<file path="src/rtl/regfile_wb_arbiter_if.sv">
// Signal bundle for regfile_wb_arbiter: the two writeback source handshakes,
// the register-file write port, and the hazard-facing status outputs.
interface regfile_wb_arbiter_if #(
  parameter int XLEN = 32,
  parameter int AW   = 5
);
  logic                 s0_valid;
  logic [AW-1:0]        s0_rd;
  logic [XLEN-1:0]      s0_data;
  logic                 s0_ready;

  logic                 s1_valid;
  logic [AW-1:0]        s1_rd;
  logic [XLEN-1:0]      s1_data;
  logic                 s1_ready;

  logic                 RegWrite;
  logic [AW-1:0]        Rd;
  logic [XLEN-1:0]      Write_data;

  logic [(2**AW)-1:0]   busy_mask;
  logic                 idle;

  // The producing side: execute/load units plus whoever watches the write port.
  modport master (
    output s0_valid, s0_rd, s0_data,
    output s1_valid, s1_rd, s1_data,
    input  s0_ready, s1_ready,
    input  RegWrite, Rd, Write_data,
    input  busy_mask, idle
  );

  // The arbiter side.
  modport slave (
    input  s0_valid, s0_rd, s0_data,
    input  s1_valid, s1_rd, s1_data,
    output s0_ready, s1_ready,
    output RegWrite, Rd, Write_data,
    output busy_mask, idle
  );
endinterface

</file>
<file path="src/rtl/regfile_wb_arbiter.sv">
// Round-robin arbiter sharing the register-file write port between the ALU
// (src0) and load (src1) writeback FIFOs. Optional macro WB_STATS_EN adds stall counters.
module regfile_wb_arbiter #(
  parameter int DEPTH = 2,
  parameter int XLEN  = 32,
  parameter int AW    = 5
) (
  input  logic                clk,
  input  logic                reset,
  regfile_wb_arbiter_if.slave wb
`ifdef WB_STATS_EN
  ,
  output logic [15:0]         stall0_cnt,
  output logic [15:0]         stall1_cnt
`endif
);

  localparam int PW   = $clog2(DEPTH);
  localparam int CW   = PW + 1;
  localparam int NREG = 2 ** AW;

  typedef struct packed {
    logic [AW-1:0]   rd;
    logic [XLEN-1:0] data;
  } entry_t;

  // Round-robin pointer names the source that wins the next contended cycle.
  typedef enum logic {
    SRC0 = 1'b0,
    SRC1 = 1'b1
  } src_e;

  logic [1:0]      src_valid;
  logic [1:0]      src_ready;
  logic [1:0]      nonempty;
  logic [1:0]      push;
  logic [1:0]      pop;
  entry_t          in_entry [2];

  entry_t          mem_q    [2][DEPTH];
  entry_t          mem_d    [2][DEPTH];
  logic [PW-1:0]   wptr_q   [2];
  logic [PW-1:0]   wptr_d   [2];
  logic [PW-1:0]   rptr_q   [2];
  logic [PW-1:0]   rptr_d   [2];
  logic [CW-1:0]   count_q  [2];
  logic [CW-1:0]   count_d  [2];

  src_e            rr_ptr_q;
  src_e            rr_ptr_d;
  src_e            grant;
  logic            grant_vld;
  entry_t          head;

  logic            reg_write_q;
  logic            reg_write_d;
  logic [AW-1:0]   rd_q;
  logic [AW-1:0]   rd_d;
  logic [XLEN-1:0] wdata_q;
  logic [XLEN-1:0] wdata_d;

  logic [NREG-1:0] busy;

  assign src_valid   = {wb.s1_valid, wb.s0_valid};
  assign in_entry[0] = '{rd: wb.s0_rd, data: wb.s0_data};
  assign in_entry[1] = '{rd: wb.s1_rd, data: wb.s1_data};

  // Ready depends only on occupancy. Writes to x0 complete the handshake but
  // are dropped here, so they never occupy a slot or reach the write port.
  always_comb begin
    // NOTE: every output of an always_comb gets a default first, so no path
    // leaves a signal unassigned and no latch is inferred.
    src_ready = '0;
    nonempty  = '0;
    push      = '0;
    for (int s = 0; s < 2; s++) begin
      src_ready[s] = count_q[s] < CW'(DEPTH);
      nonempty[s]  = count_q[s] != '0;
      push[s]      = src_valid[s] && src_ready[s] && (in_entry[s].rd != '0);
    end
  end

  // A lone non-empty FIFO always wins; under contention the pointer decides.
  // The pointer then moves to the source that was not just granted.
  always_comb begin
    grant     = rr_ptr_q;
    grant_vld = |nonempty;
    rr_ptr_d  = rr_ptr_q;
    pop       = '0;
    case (nonempty)
      2'b01:   grant = SRC0;
      2'b10:   grant = SRC1;
      default: grant = rr_ptr_q;
    endcase
    if (grant_vld) begin
      pop      = (grant == SRC1) ? 2'b10 : 2'b01;
      rr_ptr_d = (grant == SRC1) ? SRC0 : SRC1;
    end
  end

  assign head = (grant == SRC1) ? mem_q[1][rptr_q[1]] : mem_q[0][rptr_q[0]];

  // Circular FIFOs; DEPTH is a power of two so pointers wrap naturally.
  always_comb begin
    mem_d = mem_q;
    for (int s = 0; s < 2; s++) begin
      wptr_d[s]  = wptr_q[s];
      rptr_d[s]  = rptr_q[s];
      count_d[s] = count_q[s] + CW'(push[s]) - CW'(pop[s]);
      if (push[s]) begin
        mem_d[s][wptr_q[s]] = in_entry[s];
        wptr_d[s]           = wptr_q[s] + 1'b1;
      end
      if (pop[s]) begin
        rptr_d[s] = rptr_q[s] + 1'b1;
      end
    end
  end

  // Write stage: address and data hold between writes; only the strobe drops.
  always_comb begin
    reg_write_d = grant_vld;
    rd_d        = rd_q;
    wdata_d     = wdata_q;
    if (grant_vld) begin
      rd_d    = head.rd;
      wdata_d = head.data;
    end
  end

  always_ff @(posedge clk) begin
    // NOTE: sequential state uses non-blocking assignments so every flop
    // samples the pre-edge values, independent of statement order.
    if (reset) begin
      for (int s = 0; s < 2; s++) begin
        wptr_q[s]  <= '0;
        rptr_q[s]  <= '0;
        count_q[s] <= '0;
      end
      rr_ptr_q    <= SRC0;
      reg_write_q <= 1'b0;
      rd_q        <= '0;
      wdata_q     <= '0;
    end else begin
      for (int s = 0; s < 2; s++) begin
        wptr_q[s]  <= wptr_d[s];
        rptr_q[s]  <= rptr_d[s];
        count_q[s] <= count_d[s];
      end
      rr_ptr_q    <= rr_ptr_d;
      reg_write_q <= reg_write_d;
      rd_q        <= rd_d;
      wdata_q     <= wdata_d;
    end
  end

  // NOTE: FIFO storage is deliberately not reset; the counts gate every read,
  // so stale contents are never observed and the array stays plain RAM.
  always_ff @(posedge clk) begin
    mem_q <= mem_d;
  end

  // Pending-destination mask for hazard detection: live FIFO slots plus the
  // write stage while it is strobing.
  always_comb begin
    logic [PW-1:0] idx;
    idx  = '0;
    busy = '0;
    for (int s = 0; s < 2; s++) begin
      for (int k = 0; k < DEPTH; k++) begin
        idx = rptr_q[s] + PW'(k);
        if (CW'(k) < count_q[s]) begin
          busy[mem_q[s][idx].rd] = 1'b1;
        end
      end
    end
    if (reg_write_q) begin
      busy[rd_q] = 1'b1;
    end
    busy[0] = 1'b0;
  end

  assign wb.s0_ready   = src_ready[0];
  assign wb.s1_ready   = src_ready[1];
  assign wb.RegWrite   = reg_write_q;
  assign wb.Rd         = rd_q;
  assign wb.Write_data = wdata_q;
  assign wb.busy_mask  = busy;
  assign wb.idle       = (count_q[0] == '0) && (count_q[1] == '0) && !reg_write_q;

`ifdef WB_STATS_EN
  logic [15:0] stall_q [2];
  logic [15:0] stall_d [2];

  // Saturating count of edges where a source was held off by a full FIFO.
  always_comb begin
    for (int s = 0; s < 2; s++) begin
      stall_d[s] = stall_q[s];
      if (src_valid[s] && !src_ready[s] && (stall_q[s] != 16'hFFFF)) begin
        stall_d[s] = stall_q[s] + 16'd1;
      end
    end
  end

  always_ff @(posedge clk) begin
    if (reset) begin
      stall_q[0] <= '0;
      stall_q[1] <= '0;
    end else begin
      stall_q[0] <= stall_d[0];
      stall_q[1] <= stall_d[1];
    end
  end

  assign stall0_cnt = stall_q[0];
  assign stall1_cnt = stall_q[1];
`endif

endmodule

</file>
<file path="src/flat_wrapper.sv">
// flat-port wrapper written by rule: the top's interface ports become plain ports
module regfile_wb_arbiter_flat 
#(
  parameter int DEPTH = 2,
  parameter int XLEN  = 32,
  parameter int AW    = 5
)
  (clk, reset, wb_s0_valid, wb_s0_rd, wb_s0_data, wb_s1_valid, wb_s1_rd, wb_s1_data, wb_s0_ready, wb_s1_ready, wb_RegWrite, wb_Rd, wb_Write_data, wb_busy_mask, wb_idle);
  regfile_wb_arbiter_if #(.XLEN(XLEN), .AW(AW)) wb_i ();
  input  logic clk;
  input  logic reset;
  input wire logic [$bits(wb_i.s0_valid)-1:0] wb_s0_valid;
  input wire logic [$bits(wb_i.s0_rd)-1:0] wb_s0_rd;
  input wire logic [$bits(wb_i.s0_data)-1:0] wb_s0_data;
  input wire logic [$bits(wb_i.s1_valid)-1:0] wb_s1_valid;
  input wire logic [$bits(wb_i.s1_rd)-1:0] wb_s1_rd;
  input wire logic [$bits(wb_i.s1_data)-1:0] wb_s1_data;
  output wire logic [$bits(wb_i.s0_ready)-1:0] wb_s0_ready;
  output wire logic [$bits(wb_i.s1_ready)-1:0] wb_s1_ready;
  output wire logic [$bits(wb_i.RegWrite)-1:0] wb_RegWrite;
  output wire logic [$bits(wb_i.Rd)-1:0] wb_Rd;
  output wire logic [$bits(wb_i.Write_data)-1:0] wb_Write_data;
  output wire logic [$bits(wb_i.busy_mask)-1:0] wb_busy_mask;
  output wire logic [$bits(wb_i.idle)-1:0] wb_idle;
  assign wb_i.s0_valid = wb_s0_valid;
  assign wb_i.s0_rd = wb_s0_rd;
  assign wb_i.s0_data = wb_s0_data;
  assign wb_i.s1_valid = wb_s1_valid;
  assign wb_i.s1_rd = wb_s1_rd;
  assign wb_i.s1_data = wb_s1_data;
  assign wb_s0_ready = wb_i.s0_ready;
  assign wb_s1_ready = wb_i.s1_ready;
  assign wb_RegWrite = wb_i.RegWrite;
  assign wb_Rd = wb_i.Rd;
  assign wb_Write_data = wb_i.Write_data;
  assign wb_busy_mask = wb_i.busy_mask;
  assign wb_idle = wb_i.idle;
  regfile_wb_arbiter #(.DEPTH(DEPTH), .XLEN(XLEN), .AW(AW)) u_core (.clk(clk), .reset(reset), .wb(wb_i));
endmodule
</file>
<file path="config.mk">
export PLATFORM = sky130hd
export DESIGN_NAME = regfile_wb_arbiter_flat
export DESIGN_NICKNAME = d
export VERILOG_FILES = /design/src/rtl/regfile_wb_arbiter_if.sv /design/src/rtl/regfile_wb_arbiter.sv /design/src/flat_wrapper.sv
export SDC_FILE = /design/constraint.sdc
export NUM_CORES = 1
export LEC_CHECK = 0
export CAP_MARGIN = 40
export CORE_ASPECT_RATIO = 1.4
export CORE_MARGIN = 1
export CORE_UTILIZATION = 55
export DETAILED_ROUTE_END_ITERATION = 6
export GPL_ROUTABILITY_DRIVEN = 0
export PLACE_DENSITY = 0.82
export SYNTH_ARGS = -nofsm -noshare
export SYNTH_HDL_FRONTEND = slang
export SYNTH_SLANG_ARGS = --single-unit
export TNS_END_PERCENT = 100
</file>
<file path="constraint.sdc">
create_clock -name clk -period 11.25 [get_ports clk]
set_clock_uncertainty 0.2 [all_clocks]
set_input_delay 3.375 -clock clk [delete_from_list [all_inputs] [get_ports clk]]
set_output_delay 3.375 -clock clk [all_outputs]
set_load 0.05 [all_outputs]
</file>
Word level (Yosys, flattened, before mapping)
Memories as Yosys holds them, arrays and structs flattened. Cells that the tools add are included.

Memories: 3. Bits of input ports: 78. Logic and storage cells: 137. Register bits after elaboration: 187. Output and inout port bits: 73. Bits in writable memories: 8.

Bitwise gates (word level): 16. Add/subtract/negate cells: 8. Mux-type cells: 51. Equality and inequality tests: 2. Reduce and logical (&&, ||, !) cells: 21. $lt $le $gt $ge: 24.

Memory list: u_core.count_q (depth 2, bits a word 2, rd ports 2, clocked after memory_dff 0, wr ports 2, RTL line regfile_wb_arbiter.sv:46) `logic [CW-1:0] count_q [2];`; u_core.rptr_q (depth 2, bits a word 1, rd ports 2, clocked after memory_dff 0, wr ports 2, RTL line regfile_wb_arbiter.sv:44) `logic [PW-1:0] rptr_q [2];`; u_core.wptr_q (depth 2, bits a word 1, rd ports 2, clocked after memory_dff 0, wr ports 2, RTL line regfile_wb_arbiter.sv:42) `logic [PW-1:0] wptr_q [2];`.

Operators with widths (number): $mux 37 (15); $mux 32 (5); $bwmux 74 (2); $or 32x32->32 (4); $demux 37 s1 (2); $lt 5x6->1 const B (5); $demux 1 s5 (5); $ge 5x1->1 const B (5); $mux 1 (17); $logic_and 1x1->1 (13); $ge 2x2->1 const B (6); $not 1->2 (6); $reduce_bool 5->1 (2); $lt 1x2->1 const A (4); $mux 2 (4); $or 1x1->1 (6); $add 1x1->1 const B (4); $add 2x1->2 (2); $logic_not 2->1 (2); $lt 2x1->1 const B (2); $lt 2x2->1 const B (2); $reduce_bool 2->1 (2); $sub 2x1->2 (2); $eq 2x1->1 const B (1); other kinds (4) (4).

Longest topological paths before layout
An unclocked memory read counts as a cell.

Word-level depth: 18. Mapped depth: 12. Gate-level depth less buffers: 11.

Worst setup path before layout
Ideal clock, no wire load.

Path kind: input port to flip-flop. Start: in wb_s0_rd[1]. End: reg u_core.mem_q[111] (netlist name) (enable). Arrival time: 5.356 ns. Path buffers: 0. Required time: 10.614 ns. Cell stages on the path: 3. Setup slack: 5.258 ns. Library setup time: 0.436 ns. Path through: or3_1 o311a_1 nor2b_1.

Word-level cells in the longest chain between the ends: 2.

Ends and longest elaborated chain: from (decl) (RTL line flat_wrapper.sv:13) `input wire logic [$bits(wb_i.s0_rd)-1:0] wb_s0_rd;`; $reduce_bool 5->1 (RTL line regfile_wb_arbiter.sv:79) `push[s] = src_valid[s] && src_ready[s] && (in_entry[s].rd != '0);`; $logic_and 1x1->1 (RTL line regfile_wb_arbiter.sv:79); net u_core.push[0] (RTL line regfile_wb_arbiter.sv:36) `logic [1:0] push;`; to (signal assigned) (RTL line regfile_wb_arbiter.sv:160) `mem_q <= mem_d;`; to (decl) (RTL line regfile_wb_arbiter.sv:40) `entry_t mem_q [2][DEPTH];`.

The timed path passes the listed nets, and every way through them passes these cells. A chain may end at the register's enable or synchronous reset.

==> results.cfg <==
[cells_and_area]
fin_nets = 988
drive_gt1_share_pct = 8.29
areaGrowthSynthToFinish_pct = 23.8
instances_no_fill = 1120
diodes = 0
fillers = 1191

[clock_network]
cts.sink_count = 195
clock_path_buffers = 2
clkTransAtPathRegs_ps = 70
post_cts_buffers = 0
holdBufCountCts = 0
cts_buffers = 17
cts_max_level = 4
cts_resized = 0
tritoncts = built
clock_latency_ps = 420
cts_root_buffer = clkbuf_16

[pwr]
powerDensity_nw_per_um2 = 258
ir_worst_vdd_mv = 0.151
leakagePower_nw = 3.88

[routing]
route.detailed.drc = 26
first_pass_iters = 7
wl_met2_um = 11900
routed_wl_um = 23800
met3_length_um = 1940
wl_per_cell_um = 21.3
drtIter0Drc = 1163
vias = 7292
wirelength_met1_um = 8520
ant_nets = 0
viasPerCell = 6.51
highest_layer = met4

[worst_setup_path]
cp-start-kind = flip-flop
r2r-start = u_core.count_q[0][1]
path_max_fanout = 58
worstPathArrival_ps = 3570
end_kind = output pin
reg2reg_depth = 10
rrSetupSlack_ps = 8020
crit_type = reg -> out
r2r_end = u_core.count_q[0][1]
worstPathRequired_ps = 7680
cp-startpoint = u_core.rptr_q[0][1]

[worst_hold_path]
hold_end = u_core.wb.Write_data[28]
worstHoldStart = u_core.wb.Write_data[28]
hold_depth = 2
hold_class = reg -> reg

[sta]
worst_pin_slew_ps = 1010
fin_crit_ps = 7150
slew_headroom_pct = 32.3
hold_violations = 0
min_period_over_period_pct = 63.5
fmax_ghz = 0.140
final.setup.worst_slack_ps = 4100
setup_viol = 0
final.setup.tns_ps = 0
rsz0062_at_grt = false
drv_slew = 0

[floorplanning]
pin_count = 151
die_area_um2 = 17500
die_y_um = 156
core_um2 = 16700
initial_core_util_pct = 56.1
die_w_um = 112
rows = 56

[placement]
dpl.hpwl_um = 15900
place_inst = 1086
place_ws_ps = 4660
io_buffers = 149

[yosys]
ys_seq_area_share_pct = 57.6
synthArstFlopShare_pct = 0
ys_ff_latch = 195
synth_nets = 861
synth.area.top_cells = edfxtp_1, dfxtp_1, mux2i_1
yosys_warnings = 0
synth_top_area_share_pct = 47.5
synth_area_leader_cell = edfxtp_1
netlist_area_um2 = 9350
syn-instance-count = 777
synth-edff-count = 148
avgSynthCellArea_um2 = 12.0
yosysUniqueCellTypes = 62
ys.flop_type = edfxtp_1

[grt]
grt_max_degree = 80
grt_pass1_wl_um = 37600
grt.overflow.total = 0
grt_pass1_vias = 7173
antenna_found_initial = 0
grt_use_total_pct = 28.2

[run_status]
status = finished, violations left
failed_checks = DRC

[flow_run]
drv_cap = 0
## critical path: stages (launching register included)
cell,delay (ps)
dfxtp_2,580
buf_4,640
mux2i_1,720
a32oi_1,210
nand4b_1,160
clkdlybuf4s50_1,810
## synthesized netlist by cell type, types with 6 or more instances
master,n
clkbuf_1,29
nand2b_1,30
a222oi_1,10
nor2b_1,38
a211o_1,37
a22oi_1,22
o32ai_2,11
edfxtp_1,148
nand3_1,36
o211ai_1,9
a21oi_1,40
nand3b_1,8
inv_1,15
a32oi_1,14
mux2i_1,37
xnor2_1,8
ha_1,6
buf_2,10
nor2_1,25
dfxtp_1,47
o32ai_1,6
a211oi_1,37
buf_6,8
o22ai_1,11
nand2_1,66
## cell usage in the layout, fill, tap and decap left out, types with 17 or more instances in the layout
| master | instances |
|---|---|
| clkdlybuf4s50_1 | 148 |
| edfxtp_1 | 148 |
| nand2_1 | 66 |
| dfxtp_1 | 45 |
| a21oi_1 | 40 |
| mux2i_1 | 37 |
| a211o_1 | 37 |
| a211oi_1 | 37 |
| nand3_1 | 36 |
| nor2b_1 | 36 |
| nand2b_1 | 30 |
| nor2_1 | 25 |
| a22oi_1 | 22 |
| clkbuf_16 | 17 |
## flip-flops by register name, indices dropped and copies added, names as in the netlist
name	cells
u_core.mem_q	148
u_core.wb.Write_data	32
u_core.wb.Rd	5
u_core.count_q	4
u_core.rptr_q	2
u_core.wptr_q	2
u_core.rr_ptr_q	1
u_core.wb.RegWrite	1
## area by class of cell
| type | instances | area (µm²) | area share (%) |
|---|---|---|---|
| Sequential cell | 195 | 5390 | 46.6 |
| Multi-Input combinational cell | 514 | 3640 | 31.5 |
| Timing Repair Buffer | 161 | 1650 | 14.3 |
| Clock buffer | 19 | 433 | 3.74 |
| Tap cell | 203 | 254 | 2.19 |
| Clock inverter | 13 | 150 | 1.30 |
| Inverter | 15 | 56.3 | 0.486 |
## how the worst max path moves through the flow
stage | endpoint | slack, ps | cells past startpoint
floorplan | u_core.mem_q[111] | 5260 | 3
global placement | wb_busy_mask[27] | 4560 | 5
detailed placement | wb_busy_mask[16] | 4660 | 5
CTS | wb_busy_mask[16] | 4200 | 5
global route | wb_busy_mask[16] | 3980 | 5
finish | wb_busy_mask[16] | 4100 | 5
## kinds of logic (layout without fill, tap and decap cells)
logic type,Yosys count,count (layout),synth area share (%)
AO/OA/AOI/OAI,217,217,18.7
XOR/XNOR,8,8,0.749
adder cells (fa/ha/maj),6,6,0.803
buffers and inverters,68,208,3.71
flip-flops,195,195,57.6
multiplexers,41,41,4.59
other,1,1,0.0401
AND/OR/NAND/NOR,241,241,13.8
## per-layer routing
| layer | vias to the layer above | track usage, % |
|---|---|---|
| li1 | 3278 | - |
| met1 | 3433 | 31.6 |
| met2 | 463 | 49.4 |
| met3 | 118 | 6.51 |
| met4 | 0 | 16.4 |
| met5 | - | 0 |
## power breakdown
part / total (mW) / switching, mW / leakage (nW) / internal [mW]
sequential: 1.03 / 0.108 / 1.77 / 0.920
clock: 0.592 / 0.259 / 0.280 / 0.333
combinational: 1.37 / 0.869 / 1.83 / 0.498
total: 2.99 / 1.24 / 3.88 / 1.75
## through the flow
step / area [µm²] / utilization [%] / hold slack (ps) / total power, mW
6_report: 11600 / 69.4 / 263 / 2.99
4_1_cts: 11600 / 69.4 / 264 / 2.98
3_3_place_gp: 10900 / 65.2 / 250 / 2.34
5_1_grt: 11600 / 69.4 / 280 / 3.13
3_5_place_dp: 11000 / 65.9 / 253 / 2.38
2_1_floorplan: 9350 / - / 298 / 2.01
(Power assumes the default switching activity.)
